**config.mk**
```make
export PLATFORM = sky130hd
export DESIGN_NAME = telem_rx
export DESIGN_NICKNAME = d
export VERILOG_FILES = /design/src/rtl/telem_rx.sv
export SDC_FILE = /design/constraint.sdc
export NUM_CORES = 1
export LEC_CHECK = 0
export BUFFER_PORTS_ARGS = -buffer_cell sky130_fd_sc_hd__buf_2
export CORE_ASPECT_RATIO = 0.9
export CORE_UTILIZATION = 63
export DETAILED_ROUTE_END_ITERATION = 7
export PLACE_DENSITY = 0.83
export SYNTH_ARGS = -nofsm -noshare
export SYNTH_HDL_FRONTEND = slang
export SYNTH_SLANG_ARGS = --single-unit
export TNS_END_PERCENT = 5
```
**constraint.sdc**
```tcl
create_clock -name clk -period 4.2 [get_ports clk]
set_input_delay 0.42 -clock clk [delete_from_list [all_inputs] [get_ports clk]]
set_output_delay 0.42 -clock clk [all_outputs]
set_load 0.01 [all_outputs]
```
**src/rtl/telem_rx.sv**
```systemverilog
// telem_rx: 8N1 UART receiver and 8-byte telemetry packet framer.
// Publishes battery, current and torque words after each complete packet
// and keeps a saturating count of framing, format and gap-timeout errors.
module telem_rx #(
   parameter int unsigned BAUD_DIV = 2604,
   parameter int unsigned GAP_BITS = 20
) (
   input  logic        clk,
   input  logic        rst,
   input  logic        RX,
   output logic [11:0] batt,
   output logic [11:0] curr,
   output logic [11:0] torque,
   output logic        pkt_vld,
   output logic [7:0]  err_cnt,
   output logic        busy
);

   localparam logic [11:0] HALF_LD = 12'(BAUD_DIV / 2 - 1);
   localparam logic [11:0] FULL_LD = 12'(BAUD_DIV - 1);
   localparam logic [15:0] GAP_LIM = 16'(GAP_BITS * BAUD_DIV);

   typedef enum logic [1:0] {B_IDLE, B_START, B_DATA, B_STOP} byte_st_e;
   typedef enum logic [2:0] {P_HUNT_AA, P_HUNT_55, P_B_HI, P_B_LO,
                             P_C_HI, P_C_LO, P_T_HI, P_T_LO} pkt_st_e;

   logic       rx_m_q, rx_s_q;
   byte_st_e   bst_q, bst_d;
   logic [11:0] cnt_q, cnt_d;
   logic [2:0] idx_q, idx_d;
   logic [7:0] sh_q, sh_d;
   logic       wait_hi_q, wait_hi_d;
   logic       rdy_q, rdy_d;
   logic       tick, frame_err;

   pkt_st_e    pst_q, pst_d;
   logic [11:0] shb_q, shb_d, shc_q, shc_d, sht_q, sht_d;
   logic [11:0] batt_q, batt_d, curr_q, curr_d, torque_q, torque_d;
   logic       vld_q, vld_d;
   logic [7:0] err_q, err_d;
   logic [15:0] gap_q, gap_d;
   logic       fmt_err, tmo;

   // Two-flop synchronizer for the asynchronous RX line, preset to idle-high.
   always_ff @(posedge clk) begin
      if (rst) begin
         rx_m_q <= 1'b1;
         rx_s_q <= 1'b1;
      end else begin
         rx_m_q <= RX;
         rx_s_q <= rx_m_q;
      end
   end

   // Byte FSM state and datapath registers.
   always_ff @(posedge clk) begin
      if (rst) begin
         bst_q     <= B_IDLE;
         cnt_q     <= '0;
         idx_q     <= '0;
         sh_q      <= '0;
         wait_hi_q <= 1'b0;
         rdy_q     <= 1'b0;
      end else begin
         bst_q     <= bst_d;
         cnt_q     <= cnt_d;
         idx_q     <= idx_d;
         sh_q      <= sh_d;
         wait_hi_q <= wait_hi_d;
         rdy_q     <= rdy_d;
      end
   end

   // Byte FSM next state: mid-bit sampling driven by a down-counting baud timer.
   // After a framing error the line must go high again before a new start bit is accepted.
   always_comb begin
      bst_d     = bst_q;
      cnt_d     = cnt_q;
      idx_d     = idx_q;
      sh_d      = sh_q;
      wait_hi_d = wait_hi_q;
      rdy_d     = 1'b0;
      frame_err = 1'b0;
      tick      = (cnt_q == '0);
      case (bst_q)
         B_IDLE: begin
            if (rx_s_q) wait_hi_d = 1'b0;
            if (!rx_s_q && !wait_hi_q) begin
               bst_d = B_START;
               cnt_d = HALF_LD;
            end
         end
         B_START: begin
            if (!tick) cnt_d = cnt_q - 12'd1;
            else if (rx_s_q) bst_d = B_IDLE;
            else begin
               bst_d = B_DATA;
               cnt_d = FULL_LD;
               idx_d = '0;
            end
         end
         B_DATA: begin
            if (!tick) cnt_d = cnt_q - 12'd1;
            else begin
               sh_d  = {rx_s_q, sh_q[7:1]};
               cnt_d = FULL_LD;
               idx_d = idx_q + 3'd1;
               if (idx_q == 3'd7) bst_d = B_STOP;
            end
         end
         B_STOP: begin
            if (!tick) cnt_d = cnt_q - 12'd1;
            else begin
               bst_d = B_IDLE;
               if (rx_s_q) rdy_d = 1'b1;
               else begin
                  frame_err = 1'b1;
                  wait_hi_d = 1'b1;
               end
            end
         end
         default: bst_d = B_IDLE;
      endcase
   end

   // Packet FSM state, shadows, visible outputs and error counter.
   always_ff @(posedge clk) begin
      if (rst) begin
         pst_q    <= P_HUNT_AA;
         shb_q    <= '0;
         shc_q    <= '0;
         sht_q    <= '0;
         batt_q   <= '0;
         curr_q   <= '0;
         torque_q <= '0;
         vld_q    <= 1'b0;
         err_q    <= '0;
         gap_q    <= '0;
      end else begin
         pst_q    <= pst_d;
         shb_q    <= shb_d;
         shc_q    <= shc_d;
         sht_q    <= sht_d;
         batt_q   <= batt_d;
         curr_q   <= curr_d;
         torque_q <= torque_d;
         vld_q    <= vld_d;
         err_q    <= err_d;
         gap_q    <= gap_d;
      end
   end

   // Packet FSM next state: header hunt, payload capture, gap timeout, error merge.
   // sh_q still holds the received byte while rdy_q is high, so it doubles as the byte bus.
   always_comb begin
      pst_d    = pst_q;
      shb_d    = shb_q;
      shc_d    = shc_q;
      sht_d    = sht_q;
      batt_d   = batt_q;
      curr_d   = curr_q;
      torque_d = torque_q;
      vld_d    = 1'b0;
      err_d    = err_q;
      fmt_err  = 1'b0;
      tmo      = 1'b0;
      if (pst_q == P_HUNT_AA || bst_q != B_IDLE) gap_d = '0;
      else begin
         gap_d = gap_q + 16'd1;
         tmo   = (gap_q == GAP_LIM);
      end
      if (rdy_q) begin
         case (pst_q)
            P_HUNT_AA: if (sh_q == 8'hAA) pst_d = P_HUNT_55;
            P_HUNT_55: begin
               if (sh_q == 8'h55) pst_d = P_B_HI;
               else if (sh_q != 8'hAA) pst_d = P_HUNT_AA;
            end
            P_B_HI, P_C_HI, P_T_HI: begin
               if (sh_q[7:4] != 4'h0) begin
                  fmt_err = 1'b1;
                  pst_d   = P_HUNT_AA;
               end else begin
                  if (pst_q == P_B_HI) shb_d[11:8] = sh_q[3:0];
                  if (pst_q == P_C_HI) shc_d[11:8] = sh_q[3:0];
                  if (pst_q == P_T_HI) sht_d[11:8] = sh_q[3:0];
                  pst_d = pkt_st_e'(pst_q + 3'd1);
               end
            end
            P_B_LO: begin
               shb_d[7:0] = sh_q;
               pst_d      = P_C_HI;
            end
            P_C_LO: begin
               shc_d[7:0] = sh_q;
               pst_d      = P_T_HI;
            end
            P_T_LO: begin
               batt_d   = shb_q;
               curr_d   = shc_q;
               torque_d = {sht_q[11:8], sh_q};
               vld_d    = 1'b1;
               pst_d    = P_HUNT_AA;
            end
            default: pst_d = P_HUNT_AA;
         endcase
      end
      if (tmo || frame_err) pst_d = P_HUNT_AA;
      if ((tmo || frame_err || fmt_err) && err_q != 8'hFF) err_d = err_q + 8'd1;
   end

   assign batt    = batt_q;
   assign curr    = curr_q;
   assign torque  = torque_q;
   assign pkt_vld = vld_q;
   assign err_cnt = err_q;
   assign busy    = (bst_q != B_IDLE) || (pst_q != P_HUNT_AA);

endmodule

```
; ---- Yosys cells after proc, flatten, opt, wreduce, memory -nomap -nowiden
; Cells that the tools add are included.
[totals]
reg_bits = 121
inputBits = 3
word_cells = 125
[classes]
addsub = 5
eq_ne = 28
n_mux = 35
n_bitwise = 4
reduce_logical = 33
[ops]
columns = operator, n
row1 = two-way mux 12 bit, 5
row2 = one-hot mux 12 bit (4 select lines), 1
row3 = two-way mux 3 bit, 7
row4 = AND reduction 4 bit, 5
row5 = != test 2 bit (second input constant), 9
row6 = one-hot mux 3 bit (6 select lines), 1
row7 = adder 16 x 1 -> 16 bit (second input constant), 1
row8 = equality test 16 bit (second input constant), 1
row9 = != test 8 bit (second input constant), 2
row10 = equality test 3 bit (second input constant), 5
row11 = zero test 12 bit, 1
row12 = two-way mux 1 bit, 12
row13 = two-way mux 2 bit, 6
row14 = subtractor 12 x 1 -> 12 bit (second input constant), 1
row15 = adder 8 x 1 -> 8 bit (second input constant), 1
row16 = equality test 8 x 7 -> 1 bit (second input constant), 1
row17 = equality test 8 bit (second input constant), 1
row18 = one-hot mux 2 bit (4 select lines), 1
row19 = AND reduction 2 bit, 4
row20 = adder 3 x 1 -> 3 bit (second input constant), 2
row21 = equality test 3 x 2 -> 1 bit (second input constant), 2
row22 = != test 3 bit (second input constant), 2
row23 = one-hot mux 3 bit (2 select lines), 1
row24 = AND reduction 3 bit, 2
row25 = other kinds (17), 31

; ---- Logic depth before layout (Yosys ltp)
[logic_depth]
word_depth = 6
mapped_depth = 9
mapped_depth_nobuf = 8

; ---- Worst setup path before layout
; Ideal clock, no wire load.
[synth_timing]
path_kind = register to register
start = reg pst_q[0]
end = reg err_q[7], in the netlist err_cnt[7]
arrival_time_ns = 1.935
t_required_ns = 4.130
path_slack_ns = 2.195
path_stages_with_launch = 9
path_buffers = 0
path_cell_list = dfxtp_1 > inv_1 > ha_1 > nand2b_1 > nand4_1 > nor4_4 > o21ai_2 > or4_1 > a21oi_1
[synth_between]
elab_chain_cells = 6
word_cells_on_any_way = 12
cone_classes = eq/ne (3) / mux (3) / reduce/logical (6)
[synth_rtl]
columns = item, line
row1 = start: declaration, 36  ; pkt_st_e pst_q, pst_d;
row2 = start signal: assignment, 140  ; pst_q <= pst_d;
row3 = "equality test 3 x 2 -> 1 bit, or another cell as far along", 173  ; case (pst_q)
row4 = OR reduction 3 bit or logical OR 1 bit (tied branches), "173, 167"
row5 = two-way mux 1 bit (on tied branches), "173, 167"
row6 = two-way mux 1 bit or logical OR 1 bit (tied branches), "172, 209"
row7 = logical OR 1 bit (*), 209  ; if ((tmo || frame_err || fmt_err) && err_q != 8'hFF) err_d = err_q + 8'd1;
row8 = logical AND 1 bit (*), 209
row9 = end signal: assignment, 148  ; err_q <= err_d;
row10 = end: declaration, 40  ; logic [7:0] err_q, err_d;
; Every way passes the cells marked *; elsewhere a longest branch is shown, timed or not.
; A chain may end at the register's enable or synchronous reset.

; ---- Worst setup path in the final report
[layout_timing]
start = reg bst_q[0]
end = reg err_q[7], in the netlist err_cnt[7]
[layout_between]
elab_chain_cells = 6
word_cells_on_any_way = 8
cone_classes = eq/ne (1) / mux (2) / reduce/logical (5)
[layout_rtl]
columns = item, line
row1 = start: declaration, 28  ; byte_st_e bst_q, bst_d;
row2 = start signal: assignment, 65  ; bst_q <= bst_d;
row3 = nonzero test 2 bit, 167  ; if (pst_q == P_HUNT_AA || bst_q != B_IDLE) gap_d = '0;
row4 = logical OR 1 bit, 167
row5 = two-way mux 1 bit, 167
row6 = logical OR 1 bit (*) (2 in series), 209
row7 = logical AND 1 bit (*), 209
; Marked as above.

==> results_dict.tcl <==
set metrics [dict create \
    syn_avg_cell_area_um2 8.48 \
    internal-power_mw 2.19 \
    power.switching_mw 0.828 \
    start_kind "register" \
    ys.flop_type "dfxtp_1" \
    die_h_um 88.0 \
    path_class "register to register" \
    fin_crit_sh_pct 58.3 \
    total_power_mw 3.02 \
    pre_cts_slack_ps 1860 \
    syn_inst 611 \
    power_switching_share_pct 27.4 \
    tns_ps 0 \
    synth_edf_count 0 \
    power.share.clock_pct 47.6 \
    ir_drop_mv 0.414 \
    hold_violations 0 \
    synth_top_family_by_area "simple AND/OR/NAND/NOR gates" \
    dpl_cell_area_mm2 0.00541 \
    ys_seq_elements 121 \
    relSlewSlack_pct 16.2 \
    io_pins 49 \
    rsz0062_at_grt "false" \
    p_per_area_mw_per_mm2 503 \
    cts_sinks 121 \
    n_fill_cell 572 \
    core_area_mm2 0.00803 \
    routed_via_density 6.10 \
    synth_fa_ha_area_share_pct 4.10 \
    antenna_found_initial 0 \
    synth-async-reset-ratio_pct 0 \
    synthTopCellsByArea "dfxtp_1 47%, nand2_1 8.1%, a21oi_1 6.9%" \
    synth_mux_area_share_pct 4.44 \
    final_antenna_net_count 0 \
    synth_top_area_share_pct 46.7 \
    drt_iter0_drc 253 \
    cpPeakStageDelay_ps 510 \
    synthSimpleGateAreaFrac_pct 23.9 \
    status "finished, violations left" \
    grt_max_degree 55 \
    power_frac_comb_pct 12.4 \
    synth.most_common_cell "dfxtp_1" \
    fmaxAchievable_mhz 409 \
    setup_viol 0 \
    drive_above_1_share_pct 14.1 \
    hp-class "input port to register" \
    multi_input_area_mm2 0.00257 \
    grt_usage_pct 27.9 \
    cap_violations 0 \
    violations "design-rule violations" \
    grt_pass1_vias 4080 \
    rows 31 \
    cts-hold-fix-buffers 0 \
    wl_mm 11.6 \
    cp.arrival_ps 2880 \
    path_clk_slew_ps 60 \
    cts.root.buffer_cell "clkbuf_8" \
    dp_hpwl_mm 7.33 \
    instances_no_fill 753 \
    cts_made_buffers 17 \
    slew_violations 0 \
    syn_area_mm2 0.00518 \
    first_pass_iters 8 \
    register_area_mm2 0.00242 \
    routabilityCongestion 0.882 \
    die_w_um 97.6 \
    initial_core_util_pct 64.5 \
    p_leak_nw 2.38 \
    htree_levels 4 \
    fin_worst_skew_ps 7.76 \
    drt-wirelength-per-cell_um 15.5 \
    syn_nets 631 \
    grt_pass1_wl_mm 19.0 \
    dp.cells 722 \
    ys_types 56 \
    cts_tree "yes" \
    cp_max_fo 14 \
    port_buffers 48 \
    synth_compound_area_share_pct 14.8 \
    cts_resized 0 \
    tightest_slew_ps 1260 \
    power_frac_seq_pct 40.0 \
    yosysSeqAreaShare_pct 46.7 \
    critical-path-slowest-cell "ha_1" \
    stdcell_area_mm2 0.00600 \
    postCtsSetupRepairBufs 0 \
    clockBufferDepth 2 \
    period_needed_ps 2450 \
    gr-total-overflow 0 \
    vias 4596 \
    diodes 0 \
    syn_to_final_growth_pct 15.8 \
    clk_latency_ps 520 \
    worstPathCellList "inv_1 > ha_1 > nand3b_1 > nor4_4 > o21ai_2 > or4_1 > a21oi_1" \
    yosys.area_share.xor_xnor_pct 2.20 \
    fin_nets 662 \
    dieArea_mm2 0.00859 \
    endpoint_kind "register" \
    worstPathRequired_ps 4630 \
    synth_common_cells "121 x dfxtp_1, 112 x nand2_1, 71 x a21oi_1" \
    yosys_warnings 0 \
    yosysTopAreaCell "dfxtp_1" \
    setup_ws_ps 1750 \
    drc 8 \
]
worst max-delay path, delay by kind of cell, from the launching register on:
family	cells	cell delay, ps
AO/OA/AOI/OAI	2	350
buffers and inverters	1	110
flip-flops	1	360
adder cells (fa/ha/maj)	1	510
AND/OR/NAND/NOR	3	1030
placed cells by master, fill, tap and decap left out, types with 4 or more instances in the layout:
| master | n |
|---|---|
| mux2i_1 | 23 |
| a31oi_1 | 5 |
| inv_1 | 14 |
| nand4_1 | 8 |
| nor2_1 | 58 |
| nor3_1 | 9 |
| o21ai_0 | 14 |
| nand2_1 | 112 |
| nand3_1 | 30 |
| or3_1 | 4 |
| clkbuf_16 | 16 |
| o31ai_1 | 5 |
| clkinv_4 | 4 |
| xnor2_1 | 5 |
| nor2b_1 | 4 |
| a21oi_1 | 71 |
| xor2_1 | 8 |
| and3_1 | 4 |
| dfxtp_1 | 121 |
| buf_2 | 48 |
| or4_1 | 4 |
| ha_1 | 17 |
| a32o_1 | 5 |
final cells by class:
type                            count  area share, %
Clock inverter                     14           2.90
Sequential cell                   121           40.4
Multi-Input combinational cell    439           42.8
Timing Repair Buffer               49           4.13
Clock buffer                       17           6.90
Tap cell                           99           2.06
Inverter                           14          0.876
power by group through the flow:
stage	combinational, mW	clock [mW]	sequential [mW]
finish	0.373	1.44	1.21
global route	0.404	1.49	1.21
floorplan	0.291	0	1.22
detailed placement	0.350	0	1.23
CTS	0.361	1.44	1.20
global placement	0.338	0	1.23
state kept, by name, indices dropped and copies added (netlist names), named ones only:
name / count
batt: 12
bst_q: 1
cnt_q: 12
curr: 12
err_cnt: 8
gap_q: 16
idx_q: 3
pkt_vld: 1
pst_q: 3
rdy_q: 1
rx_m_q: 1
rx_s_q: 1
sh_q: 8
shb_q: 12
shc_q: 12
sht_q: 4
torque: 12
wait_hi_q: 1
routing by layer:
layer	wire [µm]	global-route usage (%)
met1	5070	34.9
met4	261	12.3
met2	5590	46.2
met5	0	0
met3	718	7.18
stage by stage:
stage               utilization (%)  hold WS (ps)
floorplan                         -           389
global placement               67.4           400
detailed placement             67.4           408
CTS                            74.7          75.8
global route                   74.7          80.3
finish                         74.7          84.7
logic make-up after synthesis:
logic type | after synthesis
AOI/OAI and AO/OA | 126
xor gates and xnor gates | 13
adders and majority gates | 17
buffers and inverters | 51
DFF | 121
muxes | 23
and+or+nand+nor | 260
worst paths after layout:
| check | startpoint | end | slack, ps | cells after the start |
|---|---|---|---|---|
| min | RX | rx_m_q | 80 | 2 |
| max | bst_q[0] | err_cnt[7] | 1750 | 7 |
| max reg2reg | bst_q[0] | err_cnt[7] | 1750 | 7 |
| min reg2reg | rx_m_q | rx_s_q | 420 | 1 |
Power figures use the tool's default switching activity.
